[src/rtl/times_table_axi_slave.sv]
`timescale 1ns/1ps
// times_table_axi_slave
// AXI4-Lite slave holding a 64-entry, 6-bit product table indexed by {a,b}.
// Each entry starts out as a*b after reset and can be overwritten by writes.
// The read and write channels each have their own small FSM and run
// independently of each other, with at most one transaction outstanding
// on each channel.
module times_table_axi_slave #(
  parameter int ADDR_W = 12,
  parameter int DATA_W = 32
) (
  input  logic                clk,
  input  logic                rst,

  input  logic [ADDR_W-1:0]   araddr,
  input  logic                arvalid,
  output logic                arready,
  output logic [DATA_W-1:0]   rdata,
  output logic [1:0]          rresp,
  output logic                rvalid,
  input  logic                rready,

  input  logic [ADDR_W-1:0]   awaddr,
  input  logic                awvalid,
  output logic                awready,
  input  logic [DATA_W-1:0]   wdata,
  input  logic [DATA_W/8-1:0] wstrb,
  input  logic                wvalid,
  output logic                wready,
  output logic [1:0]          bresp,
  output logic                bvalid,
  input  logic                bready
);

  localparam logic [1:0] RESP_OKAY   = 2'b00;
  localparam logic [1:0] RESP_SLVERR = 2'b10;

  typedef enum logic {
    R_IDLE,
    R_DATA
  } r_state_t;

  typedef enum logic [1:0] {
    W_IDLE,
    W_NEED_W,
    W_NEED_AW,
    W_RESP
  } w_state_t;

  // Reset value of table entry i: upper three index bits times lower three.
  function automatic logic [5:0] init_product(input int unsigned i);
    logic [5:0] idx;
    idx = i[5:0];
    return {3'b000, idx[5:3]} * {3'b000, idx[2:0]};
  endfunction

  // Only the bottom 256 bytes of the address space map onto the table.
  function automatic logic addr_in_range(input logic [ADDR_W-1:0] addr);
    return (addr >> 8) == {ADDR_W{1'b0}};
  endfunction

  // Goes high on the first edge after reset; gates every ready output so
  // nothing is accepted while the block is held in reset.
  logic ready_q;

  // Product table.
  logic [5:0] table_q [64];
  logic [5:0] table_d [64];

  // Read channel state and captured response.
  r_state_t   r_state_q, r_state_d;
  logic [5:0] rdata_q, rdata_d;
  logic [1:0] rresp_q, rresp_d;

  // Write channel state, half-received transaction and response.
  w_state_t   w_state_q, w_state_d;
  logic [5:0] aw_idx_q, aw_idx_d;
  logic       aw_ok_q, aw_ok_d;
  logic [5:0] wd_q, wd_d;
  logic       wstrb0_q, wstrb0_d;
  logic [1:0] bresp_q, bresp_d;

  // Commit request from the write FSM to the table.
  logic       commit;
  logic [5:0] commit_idx;
  logic       commit_ok;
  logic [5:0] commit_data;
  logic       commit_strb;

  logic ar_ok;
  logic aw_ok;

  // Low address bits and unused data/strobe bits are intentionally ignored.
  logic unused_bits;
  assign unused_bits = ^{araddr[1:0], awaddr[1:0], wdata, wstrb};

  assign ar_ok = addr_in_range(araddr);
  assign aw_ok = addr_in_range(awaddr);

  assign rdata = {{(DATA_W-6){1'b0}}, rdata_q};
  assign rresp = rresp_q;
  assign bresp = bresp_q;

  // Read FSM: accept one address, present its captured data until rready.
  always_comb begin
    r_state_d = r_state_q;
    rdata_d   = rdata_q;
    rresp_d   = rresp_q;
    arready   = 1'b0;
    rvalid    = 1'b0;
    case (r_state_q)
      R_IDLE: begin
        arready = ready_q;
        if (arvalid && ready_q) begin
          if (ar_ok) begin
            rdata_d = table_q[araddr[7:2]];
            rresp_d = RESP_OKAY;
          end else begin
            rdata_d = 6'd0;
            rresp_d = RESP_SLVERR;
          end
          r_state_d = R_DATA;
        end
      end
      R_DATA: begin
        rvalid = 1'b1;
        if (rready) begin
          r_state_d = R_IDLE;
        end
      end
      default: begin
        r_state_d = R_IDLE;
      end
    endcase
  end

  // Write FSM: collect AW and W in either order, commit once both are in,
  // then hold the response until bready.
  always_comb begin
    w_state_d   = w_state_q;
    aw_idx_d    = aw_idx_q;
    aw_ok_d     = aw_ok_q;
    wd_d        = wd_q;
    wstrb0_d    = wstrb0_q;
    bresp_d     = bresp_q;
    awready     = 1'b0;
    wready      = 1'b0;
    bvalid      = 1'b0;
    commit      = 1'b0;
    commit_idx  = aw_idx_q;
    commit_ok   = aw_ok_q;
    commit_data = wd_q;
    commit_strb = wstrb0_q;
    case (w_state_q)
      W_IDLE: begin
        awready = ready_q;
        wready  = ready_q;
        if (ready_q && awvalid && wvalid) begin
          commit      = 1'b1;
          commit_idx  = awaddr[7:2];
          commit_ok   = aw_ok;
          commit_data = wdata[5:0];
          commit_strb = wstrb[0];
        end else if (ready_q && awvalid) begin
          aw_idx_d  = awaddr[7:2];
          aw_ok_d   = aw_ok;
          w_state_d = W_NEED_W;
        end else if (ready_q && wvalid) begin
          wd_d      = wdata[5:0];
          wstrb0_d  = wstrb[0];
          w_state_d = W_NEED_AW;
        end
      end
      W_NEED_W: begin
        wready = 1'b1;
        if (wvalid) begin
          commit      = 1'b1;
          commit_data = wdata[5:0];
          commit_strb = wstrb[0];
        end
      end
      W_NEED_AW: begin
        awready = 1'b1;
        if (awvalid) begin
          commit     = 1'b1;
          commit_idx = awaddr[7:2];
          commit_ok  = aw_ok;
        end
      end
      W_RESP: begin
        bvalid = 1'b1;
        if (bready) begin
          w_state_d = W_IDLE;
        end
      end
      default: begin
        w_state_d = W_IDLE;
      end
    endcase
    if (commit) begin
      bresp_d   = commit_ok ? RESP_OKAY : RESP_SLVERR;
      w_state_d = W_RESP;
    end
  end

  // Table next-state: a committed in-range write with byte 0 enabled
  // replaces one entry; a read on the same edge sees the old contents.
  always_comb begin
    for (int i = 0; i < 64; i++) begin
      table_d[i] = table_q[i];
    end
    if (commit && commit_ok && commit_strb) begin
      table_d[commit_idx] = commit_data;
    end
  end

  // State registers; reset aborts both channels and restores the products.
  always_ff @(posedge clk or negedge rst) begin
    if (!rst) begin
      ready_q   <= 1'b0;
      r_state_q <= R_IDLE;
      rdata_q   <= 6'd0;
      rresp_q   <= RESP_OKAY;
      w_state_q <= W_IDLE;
      aw_idx_q  <= 6'd0;
      aw_ok_q   <= 1'b0;
      wd_q      <= 6'd0;
      wstrb0_q  <= 1'b0;
      bresp_q   <= RESP_OKAY;
      for (int i = 0; i < 64; i++) begin
        table_q[i] <= init_product(i);
      end
    end else begin
      ready_q   <= 1'b1;
      r_state_q <= r_state_d;
      rdata_q   <= rdata_d;
      rresp_q   <= rresp_d;
      w_state_q <= w_state_d;
      aw_idx_q  <= aw_idx_d;
      aw_ok_q   <= aw_ok_d;
      wd_q      <= wd_d;
      wstrb0_q  <= wstrb0_d;
      bresp_q   <= bresp_d;
      for (int i = 0; i < 64; i++) begin
        table_q[i] <= table_d[i];
      end
    end
  end

endmodule
[config.mk]
export PLATFORM = sky130hd
export DESIGN_NAME = times_table_axi_slave
export DESIGN_NICKNAME = d
export VERILOG_FILES = /design/src/rtl/times_table_axi_slave.sv
export SDC_FILE = /design/constraint.sdc
export NUM_CORES = 1
export LEC_CHECK = 0
export ABC_AREA = 0
export BUFFER_PORTS_ARGS = -buffer_cell sky130_fd_sc_hd__buf_2
export CAP_MARGIN = 10
export CORE_MARGIN = 10
export CORE_UTILIZATION = 45
export DETAILED_ROUTE_END_ITERATION = 7
export SYNTH_ARGS = -nofsm -noshare
export SYNTH_HDL_FRONTEND = slang
export SYNTH_SLANG_ARGS = --single-unit
[constraint.sdc]
create_clock -name clk -period 3.4 [get_ports clk]
set_clock_uncertainty 0.1 [all_clocks]
set_input_delay 0.51 -clock clk [delete_from_list [all_inputs] [get_ports clk]]
set_output_delay 0.51 -clock clk [all_outputs]
set_load 0.02 [all_outputs]
== Word level (Yosys, flattened, before mapping) ==
Index checks and enable logic that the tools add are counted.
Cells by class
  add/subtract/negate cells: 0
  $mul: 0
  divide/modulo/power cells: 0
  order comparisons: 3
  equality and inequality tests: 6
  shift-type cells: 0
  multiplexer cells: 39
  bitwise logic cells: 5
  reduce and logical (&&, ||, !) cells: 15
Operator list (count)
  bitwise mux 384 bit: 1
  two-way mux 6 bit: 8
  binary-select mux 6 bit (select 6 bit): 1
  demux 6 bit (select 6 bit): 1
  zero test 12 bit: 2
  one-hot mux 6 bit (2 select lines): 2
  greater-or-equal comparator 7 bit, second input constant: 2
  two-way mux 2 bit: 7
  inverter 6 -> 7 bit: 2
  two-way mux 1 bit: 12
  one-hot mux 1 bit (2 select lines): 5
  AND reduction 4 bit: 2
  logical AND 1 bit: 7
  less-than comparator 7 x 1 -> 1 bit, second input constant: 1
  != test 3 bit, second input constant: 2
  == test 2 bit, second input constant: 2
  != test 4 bit, second input constant: 1
  one-hot mux 2 bit (2 select lines): 1
  inverter 1 bit: 3
  one-hot mux 1 bit (3 select lines): 1
  AND reduction 3 bit: 1
  nonzero test 3 bit: 1
  == test 2 x 1 -> 1 bit, second input constant: 1
  zero test 2 bit: 1
  AND reduction 2 bit: 1
Word-level totals
  flip-flop bits (word level): 412
  bits in latches: 0
  bits in writable memories: 0
  bits in read-only memories: 0
  bits of input ports: 67
  output and inout bits: 41
  word-level logic and storage cells: 142
  memories: 0

== Depth between registers and ports, before layout ==
  depth after elaboration: 10
  gate-level depth with buffers: 9
  depth with buffers taken out: 5

== Worst setup path before layout ==
Ideal clock, no wire load.
  path type: register to register
  from: reg w_state_q[0]
  to: reg table_q[133] (netlist name)
  setup time: 0.125 ns
  data arrival time: 2.290 ns
  data required time: 3.175 ns
  setup slack: 0.885 ns
  cell stages (with the launch flop): 8
  buffers on the path: 2
  period minus slack after synthesis: 2.515 ns
  cells stage by stage: dfrtp_1 buf_4 nand2b_4 nor2_4 buf_2 mux2i_1 nand3_1 mux2_2
Between the ends
  word-level cells in the longest chain between the ends: 8
  elaborated cells between the ends (all ways): 17
  classes of those cells: order compare: 2; eq/ne: 2; mux: 8; bitwise: 1; reduce/logical: 4
RTL lines
  start: declaration: line 76  | w_state_t w_state_q, w_state_d;
  start signal: assignment: line 238  | w_state_q <= w_state_d;
  == test 2 bit / zero test 2 bit (equally long branches): line 154  | case (w_state_q)
  one-hot mux 6 bit (2 select lines): line 154
  inverter 6 -> 7 bit (not written as such): line 213  | table_d[commit_idx] = commit_data;
  greater-or-equal comparator 7 bit (not written as such) / less-than comparator 7 x 1 -> 1 bit (equally long branches): line 213
  logical AND 1 bit (not written as such): line 213
  two-way mux 6 bit (not written as such): line 213
  demux 6 bit (select 6 bit): line 213
  bitwise mux 384 bit: line 213
  end signal: indexed assignment: line 231  | table_q[i] <= init_product(i);
  end signal: indexed assignment: line 245  | table_q[i] <= table_d[i];
  end: declaration: line 67  | logic [5:0] table_q [64];
Several ways; a longest one is shown, not always the timed one.
A chain may end at the register's enable or synchronous reset.

== Worst setup path in the final report ==
  from: reg ready_q
  to: reg table_q[163] (netlist name)
Between the ends
  word-level cells in the longest chain between the ends: 10
  elaborated cells between the ends (all ways): 21
  classes of those cells: order compare: 2; mux: 13; bitwise: 1; reduce/logical: 5
RTL lines
  start: declaration: line 64  | logic ready_q;
  start signal: assignment: line 220  | ready_q <= 1'b0;
  start signal: assignment: line 234  | ready_q <= 1'b1;
  logical AND 1 bit (*) (2 in a row): line 158  | if (ready_q && awvalid && wvalid) begin
  two-way mux 6 bit: line 158
  one-hot mux 6 bit (2 select lines): line 154
  inverter 6 -> 7 bit (not written as such): line 213
  greater-or-equal comparator 7 bit (not written as such) / less-than comparator 7 x 1 -> 1 bit (equally long branches): line 213
  logical AND 1 bit (not written as such): line 213
  two-way mux 6 bit (not written as such): line 213
  demux 6 bit (select 6 bit): line 213
  bitwise mux 384 bit: line 213
Every way passes the cells marked *; elsewhere a longest branch is shown, timed or not.

==> summary.md <==
The area share of xor/xnor cells in the synthesized design is 0. Setup violations remaining at the end of the flow were counted as 0. Setup repair after global routing left no endpoint under its margin.

On the critical path, the stage with the largest delay is an instance of sky130_fd_sc_hd__o41ai_2. Using the TritonRoute via totals, the vias-per-cell ratio works out to 5.79. Summing over every cut layer, the via total after detailed routing is 11628. The most common cell in the synthesized netlist is sky130_fd_sc_hd__mux2_2.

The critical register-to-register path endpoint was table_q[163]. The count of antenna-violating nets left after detailed routing is 0, and the leakage power figure is 10.4 nW. The area fraction in compound gates after synthesis is 0.0302.

The worst hold margin is 50.8 ps, and the die outline width is 230 um. The total negative slack for setup checks is 0 ps. The logs give 0.184 for the total routing resource utilization after global routing and 277 ps for the worst-case setup margin in the final layout. The buffers inserted during post-CTS setup optimization is 0, and the total power divided by cell area is 551 nW/um2. The run gives 0.329 as the relative slew slack.

By area, the combinational part of the netlist is dominated by multiplexers. The full die area was 53000 um2; the post-synthesis async set-or-reset flop share was 1.00. In the routed design, unresolved DRC markers number 0. The first global-routing pass estimated 76000 um of wire. The flop-to-flop setup slack was 280 ps. The adder-cell area share of the yosys netlist works out to 0. The filler cells instantiated in the layout total 3651.

The worst register-to-register path begins at ready_q. Across the run, the number of max-cap violations was 0. The ratio of final minimum period to clock period came out at 0.919. The fraction of synthesized cell area taken by the top area cell type was 0.376. Gates resized during post-CTS repair numbered 0. The count of cells in the finished layout, fillers not included, comes to 2009. CTS placed an instance of sky130_fd_sc_hd__clkbuf_16 at the clock tree root. For the worst setup path, the data arrival time is 3480 ps. The fraction of the mapped netlist area in simple logic gates is 0.0537, and the area taken by multi-input logic gates is 8980 um2. The later-pin clock latency in the skew report is 580 ps, and the H-tree depth is 2. The floorplan has 76 rows. Timing analysis after detailed placement gives a worst setup slack of 247 ps. The run gives 0.518 as the share of the core filled with cells. Summing all flip-flop and latch instances after layout gives 10400 um2. The initial antenna violation count was 0; the count of routing violations after the opening detailed-route iteration was 789. The number of endpoints with negative hold slack in the final report is 0, and the design area is 22500 um2. Among cell families on the critical path, the largest total delay comes from compound AO/OA/AOI/OAI gates. In this run, placement finished with an instance count of 1922. Clock-pin slew was measured on the worst setup and hold paths at 60 ps.

The core footprint was 43400 um2; the number of cells traversed by the worst register-to-register path was 6. The delay contributed by the slowest stage of the critical path is 820 ps. The tools report the pin count of the biggest net entering global routing as 85. The most instantiated flip-flop cell in the synthesis netlist is sky130_fd_sc_hd__dfrtp_1.

The minimum clock period after layout is 3120 ps, and the count of cell types in the netlist is 59. Yosys mapped a number of flops with a built-in enable equal to 0. The logs give 0 for the number of warnings reported in the yosys synthesis log and 20900 um2 for the placed standard-cell area. For the pin with the worst max-slew slack, the measured transition is 995 ps. After detailed routing, the average wire length per cell comes to 24.2 um.

The worst path required time is 3760 ps, and the number of cells on the worst hold path is 2. The run gives 12.4 mW as the total power. The worst setup path is captured at a flop.

The first detailed-routing pass took 5 iterations. Traced cell by cell, the critical path runs through a21oi_4, nor2_4, o41ai_2, buf_4, nand3_1, mux2_2. Die span in y: 230 um. The sink of the worst hold path is w_state_q[1]. The run gives 320 MHz as the fmax.

The portion of netlist area occupied by mux cells is 0.362, and the post-synthesis sequential element count is 410. The I/O pin count is 108. The kind of critical path was reg -> reg.

The launch instance of the worst min-delay path was bready. The tools report the cell area after synthesis as 19900 um2. The flow ran to the end, and the final reports show no timing, DRC or antenna violations. The tools report the worst supply voltage drop on vdd as 0.000558 V. The run gives 0.523 as the register area share after synthesis.

For this run, the post-layout net count is 1454. Ranked by total cell area, the synthesized netlist is headed by sky130_fd_sc_hd__dfrtp_1, sky130_fd_sc_hd__mux2_2, sky130_fd_sc_hd__dfstp_2. The share of final-layout standard cells stronger than drive strength 1 works out to 0.576.

The run gives 0 as the final-report max-slew violation count. The worst setup path is launched from a flop. The largest fanout on the critical path was 16; the relative area change from synthesis to final layout was 12.9%. The number of buffer and inverter stages on the critical path works out to 1. The overall overflow remaining after global route is 0. After technology mapping, the gate count stands at 1324. The path class of the tightest hold or removal check is in -> reg.

The synthesized area divided by synthesized cell count was 15.0 um2. During placement, the flow inserted port buffers numbering 46. TritonCTS built the clock tree. Clock tree synthesis inserted a total of 46 buffers. In this run, post-CTS hold repair placed 2 buffers. The maximum buffer depth of the clock tree is 3, and the total detailed-routing wirelength is 48600 um.

Routability-driven placement finished with a final weighted congestion of 0.804. In the synthesized netlist, the cells that appear most often are sky130_fd_sc_hd__mux2_2, sky130_fd_sc_hd__dfrtp_1, sky130_fd_sc_hd__dfstp_2. Detailed placement ended at an HPWL of 31000 um. The number of clock sinks came out at 410. The effective utilization at floorplan is 0.458, and the via count of the first global-routing pass is 12218.

The cell type contributing the most total cell area after synthesis is sky130_fd_sc_hd__dfrtp_1. Number of diodes: 0.
[where the power goes]
part | total [mW] | switching [mW] | internal, mW
Sequential | 5.15 | 0.149 | 5.00
Combinational | 2.29 | 1.75 | 0.545
Clock | 4.94 | 1.97 | 2.97
[kinds of logic (layout without fill, tap and decap cells)]
logic type,count (synthesis),in the layout
and+or+nand+nor,163,163
DFF,410,410
AOI/OAI and AO/OA,71,71
buffers and inverters,121,194
muxes,557,557
other,2,29
[cell usage in the layout, fill, tap and decap left out, types with 5 or more instances in the layout]
cell type | Yosys | layout
sky130_fd_sc_hd__buf_12 | 0 | 10
sky130_fd_sc_hd__nand2_1 | 23 | 23
sky130_fd_sc_hd__a221oi_1 | 9 | 9
sky130_fd_sc_hd__nor2_1 | 14 | 14
sky130_fd_sc_hd__nand4_1 | 8 | 8
sky130_fd_sc_hd__nand3_4 | 5 | 5
sky130_fd_sc_hd__o22ai_1 | 6 | 6
sky130_fd_sc_hd__clkbuf_1 | 51 | 19
sky130_fd_sc_hd__nand2b_1 | 8 | 8
sky130_fd_sc_hd__dfrtp_1 | 299 | 299
sky130_fd_sc_hd__mux2_2 | 414 | 414
sky130_fd_sc_hd__clkbuf_16 | 0 | 49
sky130_fd_sc_hd__clkinv_2 | 0 | 6
sky130_fd_sc_hd__o21ai_0 | 14 | 14
sky130_fd_sc_hd__a211oi_1 | 5 | 5
sky130_fd_sc_hd__nand4_2 | 8 | 8
sky130_fd_sc_hd__mux2i_1 | 53 | 53
sky130_fd_sc_hd__buf_2 | 21 | 42
sky130_fd_sc_hd__buf_4 | 31 | 48
sky130_fd_sc_hd__nand3_1 | 53 | 53
sky130_fd_sc_hd__conb_1 | 2 | 29
sky130_fd_sc_hd__clkbuf_8 | 0 | 8
sky130_fd_sc_hd__mux4_2 | 87 | 87
sky130_fd_sc_hd__dfstp_2 | 111 | 111
sky130_fd_sc_hd__nor2b_1 | 16 | 16
[metal layers]
layer | global-route usage | part of all wire | vias to the layer above
met5 | 0 | 0 | -
met4 | 0.0594 | 0.025 | 0
met3 | 0.0300 | 0.043 | 74
met2 | 0.290 | 0.47 | 237
met1 | 0.256 | 0.46 | 6231
li1 | - | - | 5086
[registers in the layout (all words and copies together), names as in the netlist]
signal / cells
aw_ok_q: 1
ready_q: 1
rdata_q: 6
table_q: 384
r_state_q: 1
w_state_q: 2
rresp: 1
bresp: 1
aw_idx_q: 6
wstrb0_q: 1
wd_q: 6
[cell type report]
class / count / area share
inverters: 5 / 0.000836
clock inverters: 9 / 0.00435
well taps: 585 / 0.0326
repair buffers: 104 / 0.0364
clock buffers: 76 / 0.0627
multi-input cells: 820 / 0.400
flip-flops and latches: 410 / 0.463
[worst max path at each step]
| stage | endpoint | from | slack (ps) | cells after the start |
|---|---|---|---|---|
| after floorplan | table_q[133] | w_state_q[0] | 890 | 7 |
| after global placement | table_q[71] | wvalid | 280 | 7 |
| after detailed placement | table_q[163] | wvalid | 250 | 7 |
| after CTS | table_q[163] | ready_q | 260 | 6 |
| after global routing | table_q[163] | ready_q | 180 | 6 |
| final | table_q[163] | ready_q | 280 | 6 |
(Power assumes the default switching activity.)
